--- config.mk ---
export PLATFORM = sky130hd
export DESIGN_NAME = ram_arbiter
export DESIGN_NICKNAME = d
export VERILOG_FILES = /design/src/rtl/ram_arbiter.sv
export SDC_FILE = /design/constraint.sdc
export NUM_CORES = 1
export LEC_CHECK = 0
export CAP_MARGIN = 30
export CORE_ASPECT_RATIO = 1.5
export CORE_MARGIN = 3
export CORE_UTILIZATION = 23
export CTS_BUF_LIST = sky130_fd_sc_hd__clkbuf_2 sky130_fd_sc_hd__clkbuf_4 sky130_fd_sc_hd__clkbuf_8
export DETAILED_ROUTE_END_ITERATION = 6
export GPL_TIMING_DRIVEN = 1
export HOLD_SLACK_MARGIN = 0.08
export PLACE_DENSITY = 0.81
export SETUP_SLACK_MARGIN = 0.05
export SYNTH_ARGS = -nofsm -noshare
export SYNTH_HDL_FRONTEND = slang
export SYNTH_SLANG_ARGS = --single-unit
--- constraint.sdc ---
create_clock -name clk -period 2.2 [get_ports clk]
set_input_delay 0.44 -clock clk [delete_from_list [all_inputs] [get_ports clk]]
set_output_delay 0.44 -clock clk [all_outputs]
set_load 0.05 [all_outputs]
--- src/rtl/ram_arbiter.sv ---
// ram_arbiter: shares the single-port 1024x16 data RAM between the CPU
// (requester 0) and a secondary master (requester 1). The CPU has fixed
// priority, a saturating starvation counter guarantees requester 1 a slot,
// and either master may lock the RAM across an atomic multi-cycle sequence.
module ram_arbiter #(
    parameter int STARVE_LIMIT = 4
) (
    input  logic        clk,
    input  logic        rst_n,
    input  logic        m0_req,
    input  logic        m0_write,
    input  logic        m0_lock,
    input  logic [9:0]  m0_addr,
    input  logic [15:0] m0_din,
    output logic        m0_gnt,
    output logic        m0_rvalid,
    output logic [15:0] m0_rdata,
    input  logic        m1_req,
    input  logic        m1_write,
    input  logic        m1_lock,
    input  logic [9:0]  m1_addr,
    input  logic [15:0] m1_din,
    output logic        m1_gnt,
    output logic        m1_rvalid,
    output logic [15:0] m1_rdata,
    output logic [9:0]  ram_addr,
    output logic        ram_write,
    output logic [15:0] ram_din,
    input  logic [15:0] ram_dout
);

    localparam logic [1:0] ST_ARB   = 2'd0;
    localparam logic [1:0] ST_LOCK0 = 2'd1;
    localparam logic [1:0] ST_LOCK1 = 2'd2;

    localparam logic [3:0] LIMIT_C = 4'(STARVE_LIMIT);

    logic [1:0]  state_r;
    logic [1:0]  state_nxt_s;
    logic [3:0]  starve_cnt_r;
    logic [3:0]  starve_nxt_s;
    logic        m0_gnt_s;
    logic        m1_gnt_s;
    logic        m0_rvalid_r;
    logic        m1_rvalid_r;

    // Grant selection: starved m1 first, then CPU, then m1; locks exclude the other side.
    always_comb begin
        m0_gnt_s = 1'b0;
        m1_gnt_s = 1'b0;
        case (state_r)
            ST_ARB: begin
                if (m1_req && (starve_cnt_r == LIMIT_C)) begin
                    m1_gnt_s = 1'b1;
                end else if (m0_req) begin
                    m0_gnt_s = 1'b1;
                end else if (m1_req) begin
                    m1_gnt_s = 1'b1;
                end else begin
                    m0_gnt_s = 1'b0;
                    m1_gnt_s = 1'b0;
                end
            end
            ST_LOCK0: begin
                m0_gnt_s = m0_req;
            end
            ST_LOCK1: begin
                m1_gnt_s = m1_req;
            end
            default: begin
                m0_gnt_s = 1'b0;
                m1_gnt_s = 1'b0;
            end
        endcase
    end

    // RAM port mux: the granted master drives the RAM, otherwise the port idles at zero.
    always_comb begin
        if (m0_gnt_s) begin
            ram_addr  = m0_addr;
            ram_write = m0_write;
            ram_din   = m0_din;
        end else if (m1_gnt_s) begin
            ram_addr  = m1_addr;
            ram_write = m1_write;
            ram_din   = m1_din;
        end else begin
            ram_addr  = 10'd0;
            ram_write = 1'b0;
            ram_din   = 16'd0;
        end
    end

    // Next lock state: enter on a locked grant, leave on an unlocked access by the owner.
    always_comb begin
        state_nxt_s = state_r;
        case (state_r)
            ST_ARB: begin
                if (m0_gnt_s && m0_lock) begin
                    state_nxt_s = ST_LOCK0;
                end else if (m1_gnt_s && m1_lock) begin
                    state_nxt_s = ST_LOCK1;
                end else begin
                    state_nxt_s = ST_ARB;
                end
            end
            ST_LOCK0: begin
                if (m0_req && !m0_lock) begin
                    state_nxt_s = ST_ARB;
                end else begin
                    state_nxt_s = ST_LOCK0;
                end
            end
            ST_LOCK1: begin
                if (m1_req && !m1_lock) begin
                    state_nxt_s = ST_ARB;
                end else begin
                    state_nxt_s = ST_LOCK1;
                end
            end
            default: begin
                state_nxt_s = ST_ARB;
            end
        endcase
    end

    // Starvation count: saturating count of consecutive denied m1 requests.
    always_comb begin
        starve_nxt_s = starve_cnt_r;
        if (!m1_req || m1_gnt_s) begin
            starve_nxt_s = 4'd0;
        end else if (starve_cnt_r != LIMIT_C) begin
            starve_nxt_s = starve_cnt_r + 4'd1;
        end else begin
            starve_nxt_s = starve_cnt_r;
        end
    end

    // State, counter and read-valid registers; reset drops any pending read and lock.
    always_ff @(posedge clk or negedge rst_n) begin
        if (!rst_n) begin
            state_r      <= ST_ARB;
            starve_cnt_r <= 4'd0;
            m0_rvalid_r  <= 1'b0;
            m1_rvalid_r  <= 1'b0;
        end else begin
            state_r      <= state_nxt_s;
            starve_cnt_r <= starve_nxt_s;
            m0_rvalid_r  <= m0_gnt_s && !m0_write;
            m1_rvalid_r  <= m1_gnt_s && !m1_write;
        end
    end

    // Read data is routed only to the master whose read returns this cycle.
    always_comb begin
        if (m0_rvalid_r) begin
            m0_rdata = ram_dout;
        end else begin
            m0_rdata = 16'd0;
        end
        if (m1_rvalid_r) begin
            m1_rdata = ram_dout;
        end else begin
            m1_rdata = 16'd0;
        end
    end

    assign m0_gnt    = m0_gnt_s;
    assign m1_gnt    = m1_gnt_s;
    assign m0_rvalid = m0_rvalid_r;
    assign m1_rvalid = m1_rvalid_r;

endmodule

==> flow_metrics.tcl <==
set metrics [dict create \
    syn2layout_area_growth_pct 268 \
    async_flop_share_pct 100 \
    ys_ff_latch 8 \
    hold_depth 1 \
    synth.top_cell.area_share_pct 26.0 \
    firstDrtPassIters 4 \
    netlist_instances 107 \
    slew_viol_final 0 \
    cts_tree "done" \
    synth-xor-area-share_pct 0.963 \
    timing.rr.end "starve_cnt_r[2]$_DFFE_PN0P_" \
    yosysSeqAreaShare_pct 22.0 \
    startpoint_type "flop" \
    grt_pass1_vias 1669 \
    grt_overflow 0 \
    crit_arrival_ns 1.89 \
    finalHoldViolations 0 \
    hold_class "reg -> reg" \
    maxCapViolations 0 \
    netlist_area_um2 910 \
    yosysTopAreaCell "a22o_1" \
    power_leakage_nw 1.44 \
    die_x_um 57.3 \
    num_vias 1541 \
    die_y_um 83.0 \
    rsz0062_at_grt "yes" \
    ys_top_cells_by_area "a22o_1, and2_1, dfrtp_1, buf_6, mux2i_1" \
    tns_ns -2.68 \
    hpwl_um 4430 \
    mostFrequentLayoutCells "clkdlybuf4s50_1, buf_12, and2_1, a22o_4, buf_4" \
    cp-end-kind "primary output" \
    drtIter0Drc 14 \
    synth_edf_count 0 \
    synthSimpleGateAreaFrac_pct 30.9 \
    ff2ff_setup_slack_ns 0.49 \
    fin_util_pct 89.3 \
    worstHoldStart "state_r[1]$_DFF_PN0_" \
    cts_buffers 3 \
    r2r_start "starve_cnt_r[0]$_DFFE_PN0P_" \
    track_usage_pct 24.8 \
    grt_first_pass_wirelength_um 8960 \
    coreArea_um2 3750 \
    dieArea_um2 4760 \
    rows 27 \
    wl_um 6250 \
    synthAdderAreaFrac_pct 2.75 \
    via_per_inst 5.10 \
    clk_latency_ns 0.22 \
    ys_warn_count 0 \
    setup_violations 28 \
    synth_top_family_by_area "compound AO/OA/AOI/OAI gates" \
    fill_cells 146 \
    muxShareOfSynthArea_pct 3.30 \
    max_freq_mhz 429 \
    period_needed_ns 2.33 \
    gp_congestion 0.844 \
    final_antenna_net_count 0 \
    start_util_pct 24.3 \
    slew_headroom_pct 65.9 \
    final_common_cell "clkdlybuf4s50_1" \
    antenna_cells 0 \
    avgRoutedWirePerCell_um 20.7 \
    status "complete, but fails checks" \
    drive_gt1_share_pct 41.7 \
    cp_max_fo 14 \
    antenna_found_initial 0 \
    synth_compound_area_share_pct 32.2 \
    cts_root_buf "clkbuf_8" \
    rr_worst_depth 8 \
    power_density_nw_per_um2 441 \
    seq_area_um2 200 \
    ios 139 \
    clk_pin_slew_ns 0.04 \
    fin_ws_ns -0.132 \
    synthFlopType "dfrtp_1" \
    cts-htree-levels 1 \
    syn-num-nets 185 \
    cp.required_ns 1.76 \
    tightest_slew_ns 0.510 \
    criticalPathCategory "reg -> out" \
    skew_ns 0.000469 \
    multi_input_area_um2 811 \
    ys_types 28 \
    ir_drop_mv 0.386 \
    fin_area_um2 3350 \
    power_mw 1.48 \
    cts_buffer_depth 2 \
    drc_errors 0 \
    violations "negative setup slack" \
    grt_start_max_net_pins 30 \
    period_share_pct 106 \
    dpl_cell_area_um2 3010 \
    layout.nets 339 \
    synth_area_per_cell_um2 8.50 \
    clock_sinks 8 \
    holdPathEnd "state_r[0]$_DFF_PN0_" \
    io_buffers 138 \
]
## registers in the layout, indices dropped and copies added (netlist names)
name          cells
starve_cnt_r      4
m1_rvalid         1
state_r           2
m0_rvalid         1
## cell usage after synthesis (2+ instances only)
master / instances
and2_1: 33
mux2i_1: 3
clkbuf_1: 2
buf_6: 3
nor2b_1: 2
ha_1: 2
nor2_1: 3
dfrtp_1: 8
nand3_1: 3
inv_1: 2
buf_2: 3
a22o_1: 27
## per-layer routing
metal  share of wire [%]  up-vias  wire, um  global-route usage, %
met4                 4.6        0       286                   10.1
li1                    -      698         -                      -
met3                 7.5       18       471                   7.78
met1                  31      713      1950                   21.1
met2                  57      112      3540                   49.3
met5                   0        -         0                      0
## worst max-delay path, stage by stage, from the launching register on
cell and delay (ns):
dfrtp_1 0.39, inv_2 0.08, ha_4 0.12, nand3b_1 0.11, o21a_1 0.23, bufbuf_16 0.29, a22o_2 0.29, buf_12 0.15
## power by group
part,total [mW],switching [mW],internal (mW)
sequential,0.175,0.0131,0.161
combinational,1.13,0.530,0.596
clock,0.176,0.0572,0.119
total,1.48,0.600,0.876
## area by class of cell
cell class / count / share of cell area [%]
multi-input combinational: 88 / 24.2
tap: 43 / 1.61
sequential: 8 / 5.98
clock buffer: 3 / 1.23
inverter: 2 / 0.224
timing repair buffer: 158 / 66.7
## cells by family (layout without fill, tap and decap cells)
| group | count (synthesis) | count (layout) |
|---|---|---|
| AOI/OAI and AO/OA | 35 | 35 |
| xor gates and xnor gates | 1 | 1 |
| adders and majority gates | 2 | 2 |
| buffers and inverters | 11 | 163 |
| DFF | 8 | 8 |
| muxes | 3 | 3 |
| and+or+nand+nor | 47 | 47 |
## how the worst max path moves through the flow
| stage | start | end | cells after the start |
|---|---|---|---|
| 2_1_floorplan | starve_cnt_r[0]$_DFFE_PN0P_ | ram_addr[1] | 7 |
| 3_3_place_gp | m1_req | ram_din[1] | 7 |
| 3_5_place_dp | m0_req | ram_din[3] | 6 |
| 4_1_cts | starve_cnt_r[0]$_DFFE_PN0P_ | ram_addr[7] | 7 |
| 5_1_grt | starve_cnt_r[0]$_DFFE_PN0P_ | ram_din[15] | 8 |
| 6_report | starve_cnt_r[0]$_DFFE_PN0P_ | ram_addr[2] | 7 |
## timing repair
| item | in CTS | in global routing |
|---|---|---|
| hold buffers | 0 | 0 |
| setup buffers | 6 | 1 |
| setup endpoints to repair | 29 | 29 |
| cloned | 2 | 1 |
| gates resized for setup | 26 | 1 |
| pin swaps | 10 | 3 |
## through the flow
stage | setup WS, ns | instances | hold WS [ns]
after floorplan | 0.0447 | 107 | 0.144
after global placement | -0.0562 | 289 | 0.442
after detailed placement | -0.113 | 289 | 0.474
after CTS | -0.104 | 300 | 0.492
after global routing | -0.188 | 302 | 0.531
final | -0.132 | 302 | 0.502
No activity file was read; power rests on OpenSTA's default activity.
